[src/rtl/brg_systolic_pkg.sv]
// Shared definitions for the systolic tile network: message widths and layout.
package brg_systolic_pkg;

    localparam int BRG_SYS_MSG_W  = 38;
    localparam int BRG_SYS_DATA_W = 32;
    localparam int BRG_SYS_TAG_W  = 6;

    // One network message: an opaque tag above a 32-bit data word.
    typedef struct packed {
        logic [BRG_SYS_TAG_W-1:0]  tag;
        logic [BRG_SYS_DATA_W-1:0] data;
    } brg_sys_msg_s;

    // Builds a message from its tag and data fields.
    function automatic brg_sys_msg_s brg_sys_make_msg(
        input logic [BRG_SYS_TAG_W-1:0]  tag,
        input logic [BRG_SYS_DATA_W-1:0] data
    );
        brg_sys_msg_s m;
        m.tag  = tag;
        m.data = data;
        return m;
    endfunction

endpackage

[src/rtl/brg_systolic_circ_ptr.sv]
// Wrapping pointer over els_p slots; els_p need not be a power of two.
module brg_systolic_circ_ptr #(
    parameter int els_p        = 2,
    parameter int ptr_width_lp = $clog2(els_p)
) (
    input  logic                    clk_i,
    input  logic                    reset_ni,
    input  logic                    incr_i,
    output logic [ptr_width_lp-1:0] ptr_o
);

    logic [ptr_width_lp-1:0] r_ptr;

    // Advance on each event, wrapping from the last slot back to slot 0.
    always_ff @(posedge clk_i or negedge reset_ni) begin
        if (!reset_ni) begin
            r_ptr <= '0;
        end else if (incr_i) begin
            r_ptr <= (r_ptr == ptr_width_lp'(els_p - 1)) ? '0 : r_ptr + 1'b1;
        end
    end

    assign ptr_o = r_ptr;

endmodule

[src/rtl/brg_systolic_link_fifo.sv]
// Elastic buffer between two systolic tiles. Both handshake outputs come only
// from registered occupancy, so neither tile sees a combinational path through
// the other. Also keeps a running dequeue count for debug.
module brg_systolic_link_fifo
    import brg_systolic_pkg::*;
#(
    parameter int els_p          = 2,
    parameter int msg_width_p    = BRG_SYS_MSG_W,
    parameter int count_width_lp = $clog2(els_p + 1)
) (
    input  logic                      clk_i,
    input  logic                      reset_ni,
    input  logic [msg_width_p-1:0]    in_msg,
    input  logic                      in_val,
    output logic                      in_rdy,
    output logic [msg_width_p-1:0]    out_msg,
    output logic                      out_val,
    input  logic                      out_rdy,
    output logic [count_width_lp-1:0] count_o,
    output logic [31:0]               xfer_count_o
);

    localparam int PtrW = $clog2(els_p);

    logic                      w_enq;
    logic                      w_deq;
    logic [PtrW-1:0]           w_wptr;
    logic [PtrW-1:0]           w_rptr;
    logic [count_width_lp-1:0] r_count;
    logic [31:0]               r_xfer_count;
    logic [msg_width_p-1:0]    r_mem [els_p];

    assign in_rdy  = (r_count != count_width_lp'(els_p));
    assign out_val = (r_count != '0);
    assign w_enq   = in_val && in_rdy;
    assign w_deq   = out_val && out_rdy;
    assign out_msg = out_val ? r_mem[w_rptr] : '0;
    assign count_o = r_count;
    assign xfer_count_o = r_xfer_count;

    brg_systolic_circ_ptr #(.els_p(els_p)) u_wptr (
        .clk_i    (clk_i),
        .reset_ni (reset_ni),
        .incr_i   (w_enq),
        .ptr_o    (w_wptr)
    );

    brg_systolic_circ_ptr #(.els_p(els_p)) u_rptr (
        .clk_i    (clk_i),
        .reset_ni (reset_ni),
        .incr_i   (w_deq),
        .ptr_o    (w_rptr)
    );

    // Message storage; contents survive reset because the count masks them.
    always_ff @(posedge clk_i) begin
        if (w_enq) begin
            r_mem[w_wptr] <= in_msg;
        end
    end

    // Occupancy: simultaneous enqueue and dequeue leave it unchanged.
    always_ff @(posedge clk_i or negedge reset_ni) begin
        if (!reset_ni) begin
            r_count <= '0;
        end else begin
            case ({w_enq, w_deq})
                2'b10:   r_count <= r_count + 1'b1;
                2'b01:   r_count <= r_count - 1'b1;
                default: r_count <= r_count;
            endcase
        end
    end

    // Debug count of dequeued messages, wrapping naturally at 2^32.
    always_ff @(posedge clk_i or negedge reset_ni) begin
        if (!reset_ni) begin
            r_xfer_count <= '0;
        end else if (w_deq) begin
            r_xfer_count <= r_xfer_count + 32'd1;
        end
    end

    a_in_stable: assert property (@(posedge clk_i) disable iff (!reset_ni)
        (in_val && !in_rdy) |=> (in_val && $stable(in_msg)))
        else $error("upstream changed in_val/in_msg before acceptance");

    a_no_enq_full: assert property (@(posedge clk_i) disable iff (!reset_ni)
        !(w_enq && (r_count == count_width_lp'(els_p))))
        else $error("enqueue while full");

    a_no_deq_empty: assert property (@(posedge clk_i) disable iff (!reset_ni)
        !(w_deq && (r_count == '0)))
        else $error("dequeue while empty");

endmodule

[config.mk]
export PLATFORM = sky130hd
export DESIGN_NAME = brg_systolic_link_fifo
export DESIGN_NICKNAME = d
export VERILOG_FILES = /design/src/rtl/brg_systolic_pkg.sv /design/src/rtl/brg_systolic_circ_ptr.sv /design/src/rtl/brg_systolic_link_fifo.sv
export SDC_FILE = /design/constraint.sdc
export NUM_CORES = 1
export LEC_CHECK = 0
export CORE_MARGIN = 4
export CORE_UTILIZATION = 52
export DETAILED_ROUTE_END_ITERATION = 10
export PLACE_DENSITY = 0.84
export SLEW_MARGIN = 40
export SYNTH_ARGS = -nofsm -noshare
export SYNTH_HDL_FRONTEND = slang
export SYNTH_SLANG_ARGS = --single-unit
export TNS_END_PERCENT = 30
[constraint.sdc]
create_clock -name clk_i -period 8.1 [get_ports clk_i]
set_clock_uncertainty 0.05 [all_clocks]
set_input_delay 0.81 -clock clk_i [delete_from_list [all_inputs] [get_ports clk_i]]
set_output_delay 0.81 -clock clk_i [all_outputs]
set_load 0.02 [all_outputs]
Word-level counts from Yosys, hierarchy flattened --
Memories as Yosys holds them, arrays and structs flattened. Index checks and enable logic that the tools add are counted. W data, S select, Z words.
Cells by class: add/sub/neg operators 5, multipliers 0, div/mod/pow operators 0, magnitude comparators 0, equality and inequality tests 3, shift-type cells 0, muxes and demuxes 6, bitwise operators 0, reduce and logical (&&, ||, !) cells 4
Operators with widths (count):
- $mux W38 | 1
- $add A32 B1 Y32 const B | 1
- $mux W1 | 4
- $pmux W2 S2 | 1
- $reduce_bool A2 Y1 | 2
- $add A1 B1 Y1 const B | 2
- $add A2 B1 Y2 const B | 1
- $eq A2 B1 Y1 const B | 1
- $eq A2 B2 Y1 const B | 1
- $logic_and A1 B1 Y1 | 2
- $ne A2 B2 Y1 const B | 1
- $sub A2 B1 Y2 const B | 1
Word-level totals: bits in registers 36, latch bits 0, bits in writable memories 76, memory bits (read-only) 0, input port bits 42, output and inout port bits 74, word-level logic and storage cells 23, memories 1
Memory list:
- r_mem | words 2, width 38, rd ports 1, clocked after Yosys merged registers in 0, write ports 1, RTL line brg_systolic_link_fifo.sv:31 | logic [msg_width_p-1:0] r_mem [els_p];

Longest topological paths before layout --
Gate-level depths: netlist (run 1).
depth after elaboration 4, mapped depth 7, gate-level depth less buffers 6

By module --
A second synthesis (run 1) with hierarchy kept.
Unflattened totals: cells, all modules 308, area, all modules 4583.1 um^2
Modules (own cells, without submodules):
- brg_systolic_link_fifo | times used 1, cells each 304, area each 4515.6 um^2, seq. area each 3133.0 um^2
- brg_systolic_circ_ptr | times used 2, cells each 2, area each 33.8 um^2, seq. area each 25.0 um^2

Worst setup path after synthesis (run 1) --
No wires, ideal clock.
kind register to register, from reg r_count[0], in the netlist count_o[0], to mem r_mem[0][0] in the netlist's numbering (enable), library setup time 0.433 ns, data arrival time 2.676 ns, data required time 7.617 ns, path slack 4.941 ns, cell stages (with the launch flop) 5, path buffers 1, period minus slack after synthesis 3.159 ns, cell sequence dfrtp_1 > buf_2 > nand2b_1 > nand2_1 > nor2_1
Between the ends: cells in the longest elaborated chain, start to end 4
Ends and longest elaborated chain:
- start: declaration | RTL line brg_systolic_link_fifo.sv:29 | logic [count_width_lp-1:0] r_count;
- start signal: assignment | RTL line brg_systolic_link_fifo.sv:68 | 2'b10: r_count <= r_count + 1'b1;
- start signal: assignment | RTL line brg_systolic_link_fifo.sv:69 | 2'b01: r_count <= r_count - 1'b1;
- start signal: assignment | RTL line brg_systolic_link_fifo.sv:70 | default: r_count <= r_count;
- $ne A2 B2 Y1 | RTL line brg_systolic_link_fifo.sv:33 | assign in_rdy = (r_count != count_width_lp'(els_p));
- named net in_rdy | RTL line brg_systolic_link_fifo.sv:15 | output logic in_rdy,
- $logic_and A1 B1 Y1 | RTL line brg_systolic_link_fifo.sv:35 | assign w_enq = in_val && in_rdy;
- $mux W1 | RTL line brg_systolic_link_fifo.sv:57 | if (w_enq) begin
- $mux W1 (implied by the code) | RTL line brg_systolic_link_fifo.sv:58 | r_mem[w_wptr] <= in_msg;
- end: declaration | RTL line brg_systolic_link_fifo.sv:31
The timed path passes the listed nets, and every way through them passes these cells.

Final worst setup path (run 1) --
from reg u_rptr.r_ptr, in the netlist u_rptr.ptr_o, to out out_msg[3]
Between the ends: cells in the longest elaborated chain, start to end 2
Ends and longest elaborated chain:
- start: declaration | RTL line brg_systolic_circ_ptr.sv:12 | logic [ptr_width_lp-1:0] r_ptr;
- start signal: assignment | RTL line brg_systolic_circ_ptr.sv:19 | r_ptr <= (r_ptr == ptr_width_lp'(els_p - 1)) ? '0 : r_ptr + 1'b1;
- $mem_v2 Z2 W38
- $mux W38 | RTL line brg_systolic_link_fifo.sv:37 | assign out_msg = out_val ? r_mem[w_rptr] : '0;
- end: declaration | RTL line brg_systolic_link_fifo.sv:16 | output logic [msg_width_p-1:0] out_msg,
No other way between the ends.

==> results of run 1 <==
-- metal layers --
layer	share of wire, %	track usage, %	vias to the layer above
met1	42	23.41	1371
li1	-	-	1336
met5	0	0	-
met4	1.0	5.419	0
met3	6.3	3.857	10
met2	51	31.39	99
-- cells in the mapped netlist, types with 2 or more instances --
cell type / n / share of area (%)
and3_1: 4 / 0.55
mux2i_1: 38 / 8.4
nor2_1: 45 / 3.7
nand2_1: 14 / 1.2
xor2_1: 5 / 0.96
edfxtp_1: 76 / 50
dfrtp_1: 36 / 20
clkbuf_1: 4 / 0.33
nor2_2: 2 / 0.28
nor4_4: 3 / 1.4
ha_1: 2 / 0.55
nand4_1: 12 / 1.7
inv_1: 4 / 0.33
nand3_1: 14 / 1.5
buf_2: 6 / 0.66
xnor2_1: 31 / 6.0
nor3_1: 4 / 0.44
-- registers in the layout, indices dropped and copies added (netlist names) --
name / flops
count_o: 2
u_wptr.ptr_o: 1
u_rptr.ptr_o: 1
r_mem: 76
xfer_count_o: 32
-- stage by stage --
stage	area (µm²)	hold slack (ps)
5_1_grt	6060	446.5
6_report	6060	429.6
3_5_place_dp	5842	413.9
3_3_place_gp	5793	415.2
4_1_cts	6060	432.2
2_1_floorplan	4539	410.8
-- cell families (layout without fill, tap and decap cells) --
group           Yosys count  in the layout
compound gates            1              1
xor+xnor                 36             36
fa+ha+maj                 2              2
buf+inv                  16            140
flops                   112            112
mux                      38             38
simple gates            103            103
-- report_power, final --
group          switching, mW  internal [mW]  total (mW)
Clock                  0.177          0.174       0.351
Sequential             0.108          0.742       0.850
Combinational          0.413          0.384       0.797
-- cell type report --
type                    count  area [µm²]
inverters                   5       18.77
clock buffers               9       123.9
fillers                   549        2281
repair buffers            119        1209
well taps                 105       131.4
clock inverters             7       93.84
multi-input cells         180        1296
flip-flops and latches    112        3187
-- critical path, cell delays in order, from the launching register on --
cell and delay [ps]:
dfrtp_4 860, mux2i_1 170, nor2_1 150, clkdlybuf4s50_1 630
-- path summary, 6_finish.rpt --
path	startpoint	end	cells past startpoint
max	u_rptr.ptr_o$_DFFE_PN0P_	out_msg[3]	3
min	xfer_count_o[31]$_DFFE_PN0P_	xfer_count_o[31]$_DFFE_PN0P_	1
max reg2reg	count_o[0]$_DFFE_PN0P_	r_mem[0][15]$_DFFE_PP_	5
min reg2reg	xfer_count_o[31]$_DFFE_PN0P_	xfer_count_o[31]$_DFFE_PN0P_	1
max in group asynchronous	reset_ni	u_rptr.ptr_o$_DFFE_PN0P_	2
min in group asynchronous	reset_ni	xfer_count_o[20]$_DFFE_PN0P_	2
==> summary.txt, run 1 <==
Status
  • Status: finished, final reports clean

Timing
  • Slew at the pin closest to its max-slew limit: 684.3 ps
  • Final Hold Viols: 0
  • Setup TNS: 0 ps
  • Endpoints failing setup: 0
  • Setup ws final: 5043 ps
  • Tcrit/Tclk final: 37.74%
  • Min Clock Period, post-route: 3057 ps
  • Max Freq: 327.1 MHz
  • RSZ-0062 raised after global routing: false
  • Final Max Slew Viols: 0
  • Slew headroom: 54.38%

Floorplanning
  • Die X: 101.4 µm
  • Die H: 101.4 µm
  • Die area: 10,290 µm²
  • Top Ports: 116
  • Core area: 8341 µm²
  • Starting density of the core: 54.43%
  • Cell Rows: 33

Worst setup path
  • Worst R2R Setup Slack: 6190 ps
  • Crit Path Max Fanout: 39
  • Endpoint class of the critical path: output port
  • CP Class: register to output port
  • Worst EP arrival: 2200 ps
  • Critical Path Source Type: register
  • CP required: 7240 ps

Finish
  • # diodes: 0
  • End-of-flow core utilization: 72.65%
  • Nets: 471
  • Most common cell after layout, fill and taps aside: clkdlybuf4s50_1
  • Area growth syn-to-layout: 33.49%
  • Fin cells: 537
  • Share of layout cells above drive strength 1: 7.407%
  • Commonest cells after routing, fill and taps aside: clkdlybuf4s50_1 (115), edfxtp_1 (76), nor2_1 (43)

Synthesis
  • Seq cells post-synth: 112
  • Synthesis Warnings: 0
  • Post-Synth Simple-Gate Area: 11.99%
  • Gate Count Post-Synth: 308
  • Cell Area, Synth: 4539 µm²
  • Post-Synth XOR/XNOR Area: 6.946%
  • Avg Inst Size Synth: 14.74 µm²
  • Largest family of logic cells by synthesized area: simple AND/OR/NAND/NOR gates
  • Seq/Total Area, Yosys: 70.12%
  • Yosys cell types: 25
  • Most used DFF post-synth: edfxtp_1
  • Synth Area in Compound Gates: 0.3583%
  • Proportion of synthesized area in mux cells: 8.379%
  • Fraction of registers with async set/reset: 32.14%
  • Post-synth EDFFs: 76
  • Adder-cell share of the synthesized area: 0.5513%
  • Syn Nets: 352

Clock network
  • CTS root buffer: clkbuf_8
  • CTS tree: yes
  • CTS sink cnt: 112
  • Num CTS Buffers: 9
  • # H-tree levels: 3
  • Clock-pin slew on the worst setup and hold paths: 100 ps
  • Skew-Pair Late Insertion Delay: 350 ps
  • Setup bufs post-CTS: 0
  • Hold buffer count at cts: 0
  • CTS Buffer Depth: 2
  • Post_cts resized: 0

Global routing
  • First-pass GRT wire length: 14,480 µm
  • Pin count of the biggest net entering global routing: 40
  • Total GRT Usage: 18.25%
  • Vias in the first global route: 2,961
  • Initial antenna violation count: 0
  • Congestion Overflow GR: 0

Min path
  • Min-Delay Path Class: register to register

Drt
  • Final WL: 9072 µm
  • Drt wl/cell: 16.89 µm
  • DR DRC count: 0
  • Vias per inst: 5.244
  • Iteration-0 DRC Markers: 86
  • DR pass1 iterations: 4
  • Vias after detailed routing: 2,816
  • Routed Antenna Nets: 0

Power and ir drop
  • Pwr Total: 1.998 mW
  • Peak supply drop: 0.0001363 V
  • PwrDens: 329.8 nW/µm²
  • Pleak: 2.339 nW

Placed design
  • Placed instance count: 521
  • RD Place Congestion: 0.8057
  • Setup WS pre-CTS: 5397 ps
  • Port Buffers: 115
  • Final HPWL DP: 6270 µm

Run
  • Maxcap violations: 0
(Power assumes the default switching activity.)
==> run 2, diff against run 1 <==
--- a/config.mk
+++ b/config.mk
@@ -6,9 +6,9 @@
 export NUM_CORES = 1
 export LEC_CHECK = 0
 export CORE_MARGIN = 4
-export CORE_UTILIZATION = 52
+export CORE_UTILIZATION = 44
 export DETAILED_ROUTE_END_ITERATION = 10
-export PLACE_DENSITY = 0.84
+export PLACE_DENSITY = 0.76
 export SLEW_MARGIN = 40
 export SYNTH_ARGS = -nofsm -noshare
 export SYNTH_HDL_FRONTEND = slang
==> constraint.sdc (replaced) <==
create_clock -name clk_i -period 2.55 [get_ports clk_i]
set_clock_uncertainty 0.05 [all_clocks]
set_input_delay 0.255 -clock clk_i [delete_from_list [all_inputs] [get_ports clk_i]]
set_output_delay 0.255 -clock clk_i [all_outputs]
set_load 0.02 [all_outputs]
==> summary.txt, run 2 (synthesis gave the netlist of run 1 again) <==
Floorplanning
  • Starting density of the core: 45.81% (-8.6 points)
  • Die area: 12,010 µm² (+17%)
  • Cell Rows: 36 (+9.1%)
  • Top Ports: 116 (unchanged)
  • Die H: 109.6 µm (+8.0%)
  • Core area: 9910 µm² (+19%)
  • Die X: 109.6 µm (+8.0%)

Worst setup path
  • Delay-heaviest family, CP: buffers and inverters
  • Slowest CP cell: dfrtp_4
  • Crit Path Max Fanout: 18 (-54%)
  • Endpoint class of the critical path: output port
  • CP required: 2250 ps (-4990 ps)
  • Worst path cell trace: buf_12 -> mux2i_1 -> nor2_1 -> clkdlybuf4s50_1
  • Slowest stage delay, CP: 630 ps (-230 ps)
  • Critical Path Source Type: register
  • Worst EP arrival: 2140 ps (-60 ps)
  • Worst Path Buf+Inv: 2 (+1)
  • CP Class: register to output port

Timing
  • Final Hold Viols: 0 (unchanged)
  • Tcrit/Tclk final: 95.83%
  • Max Freq: 409.2 MHz
  • Setup TNS: 0 ps (unchanged)
  • RSZ-0062 raised after global routing: false
  • Endpoints failing setup: 0 (unchanged)
  • Final Max Slew Viols: 0 (unchanged)
  • Slew headroom: 58.43% (+4.1 points)
  • Min Clock Period, post-route: 2444 ps
  • Slew at the pin closest to its max-slew limit: 618.9 ps (-65.41 ps)

Power and ir drop
  • Pleak: 2.330 nW (-0.37%)
  • Clock share of power: 15.5% (-2.1 points)
  • Switching power: 2.254 mW (+220%)
  • P_int: 3.956 mW (+200%)
  • Sw frac: 36.29% (+1.3 points)
  • PwrDens: 1025 nW/µm² (+210%)
  • Reg power frac: 42.0% (-0.5 points)
  • Combinational Power Share: 42.5% (+2.6 points)
  • Peak supply drop: 0.0004943 V (+260%)

Drt
  • Drt wl/cell: 15.79 µm (-6.5%)
  • Routed Antenna Nets: 0 (unchanged)
  • Iteration-0 DRC Markers: 125 (+45%)
  • Final WL: 8955 µm (-1.3%)
  • Vias per inst: 4.898 (-6.6%)
  • Vias after detailed routing: 2,777 (-1.4%)
  • DR pass1 iterations: 4 (unchanged)
  • DR DRC count: 0 (unchanged)

Clock network
  • # H-tree levels: 3 (unchanged)
  • CTS sink cnt: 112 (unchanged)
  • CTS tree: yes
  • CTS Buffer Depth: 2 (unchanged)
  • CTS root buffer: clkbuf_8
  • Clock-pin slew on the worst setup and hold paths: 100 ps (about the same)
  • Num CTS Buffers: 9 (unchanged)
  • Skew-Pair Late Insertion Delay: 360 ps (about the same)
  • Hold buffer count at cts: 0 (unchanged)

Global routing
  • Pin count of the biggest net entering global routing: 40 (unchanged)
  • Vias in the first global route: 2,857 (-3.5%)
  • First-pass GRT wire length: 14,350 µm (-0.95%)
  • Congestion Overflow GR: 0 (unchanged)
  • Total GRT Usage: 15.56% (-2.7 points)
  • Initial antenna violation count: 0 (unchanged)

Run
  • Maxcap violations: 0 (unchanged)

Finish
  • Fin cells: 567 (+5.6%)
  • Final-layout fill cell count: 786 (+43%)
  • Commonest cells after routing, fill and taps aside: clkdlybuf4s50_1 (115), edfxtp_1 (76), nor2_1 (43)
  • Seq. cell area: 3187 µm² (unchanged)
  • # diodes: 0 (unchanged)
  • Most common cell after layout, fill and taps aside: clkdlybuf4s50_1
  • Multi-input gate area: 1292 µm² (-0.29%)
  • Nets: 473 (+0.42%)
  • Max reg flops: 76 (unchanged)
  • Area growth syn-to-layout: 33.41% (about the same)
  • Share of layout cells above drive strength 1: 8.065% (+0.66 points)
  • Biggest register: r_mem

Min path
  • Min-Delay Path Class: primary input to asynchronous set/reset pin

Placed design
  • RD Place Congestion: 0.7990 (-0.83%)
  • Final HPWL DP: 6204 µm (-1.1%)
  • Port Buffers: 115 (unchanged)
  • Placed instance count: 551 (+5.8%)

Status
  • Status: finished, final reports clean
==> run 2: area by class of cell <==
type                            instances  area share, %
Clock buffer                           10          2.107
Clock inverter                          6         0.8471
Inverter                                5         0.3099
Multi-Input combinational cell        180          21.34
Sequential cell                       112          52.62
Tap cell                              133          2.748
Timing Repair Buffer                  121          20.02
==> run 2: repair_timing <==
action / 4_1_cts / 5_1_grt
buffers inserted: 0 / 0
gates resized for setup: 0 / 2
setup endpoints to repair: 0 / 19
==> run 2: metal layers <==
metal	track usage, %	routed length [µm]	vias to the layer above
met5	0	0	-
li1	-	-	1339
met2	24.06	4164	84
met1	21.00	4001	1343
met3	4.580	666	11
met4	5.610	122	0
==> run 2: stage by stage <==
stage / area [µm²] / total power, mW / util, % / hold slack, ps / setup WS, ps
2_1_floorplan: 4542 / 4.063 / - / -90.59 / 17.47
3_3_place_gp: 5871 / 5.262 / 59.24 / 413.6 / 460.9
3_5_place_dp: 5871 / 5.312 / 59.24 / 449.8 / 458.9
4_1_cts: 6050 / 6.286 / 61.05 / 237.0 / 27.65
5_1_grt: 6056 / 6.557 / 61.11 / 270.5 / 22.46
6_report: 6056 / 6.210 / 61.11 / 243.6 / 106.3
==> run 2: power by group through the flow <==
stage,Combinational [mW],Sequential [mW],Clock (mW)
after floorplan,1.46,2.61,0
after global placement,2.63,2.63,0
after detailed placement,2.67,2.64,0
after CTS,2.68,2.61,1.00
after global routing,2.83,2.65,1.07
final,2.64,2.61,0.963
==> run 2: worst reg2reg max path, cell delays in order (launching register included) <==
cell and delay, ps:
dfrtp_1 530, nand2b_1 190, nand2_1 150, nor2_4 100
buf_4 430
==> run 2: final timing paths <==
check / end / start / cells after the start / slack, ps
max: out_msg[5] / u_rptr.ptr_o$_DFFE_PN0P_ / 4 / 110
max in group asynchronous: u_rptr.ptr_o$_DFFE_PN0P_ / reset_ni / 2 / 1840
min reg2reg: xfer_count_o[31]$_DFFE_PN0P_ / xfer_count_o[31]$_DFFE_PN0P_ / 1 / 460
min: xfer_count_o[22]$_DFFE_PN0P_ / reset_ni / 2 / 240
max reg2reg: r_mem[0][31]$_DFFE_PP_ / count_o[0]$_DFFE_PN0P_ / 4 / 720
min in group clk_i: r_mem[0][1]$_DFFE_PP_ / in_msg[1] / 1 / 420
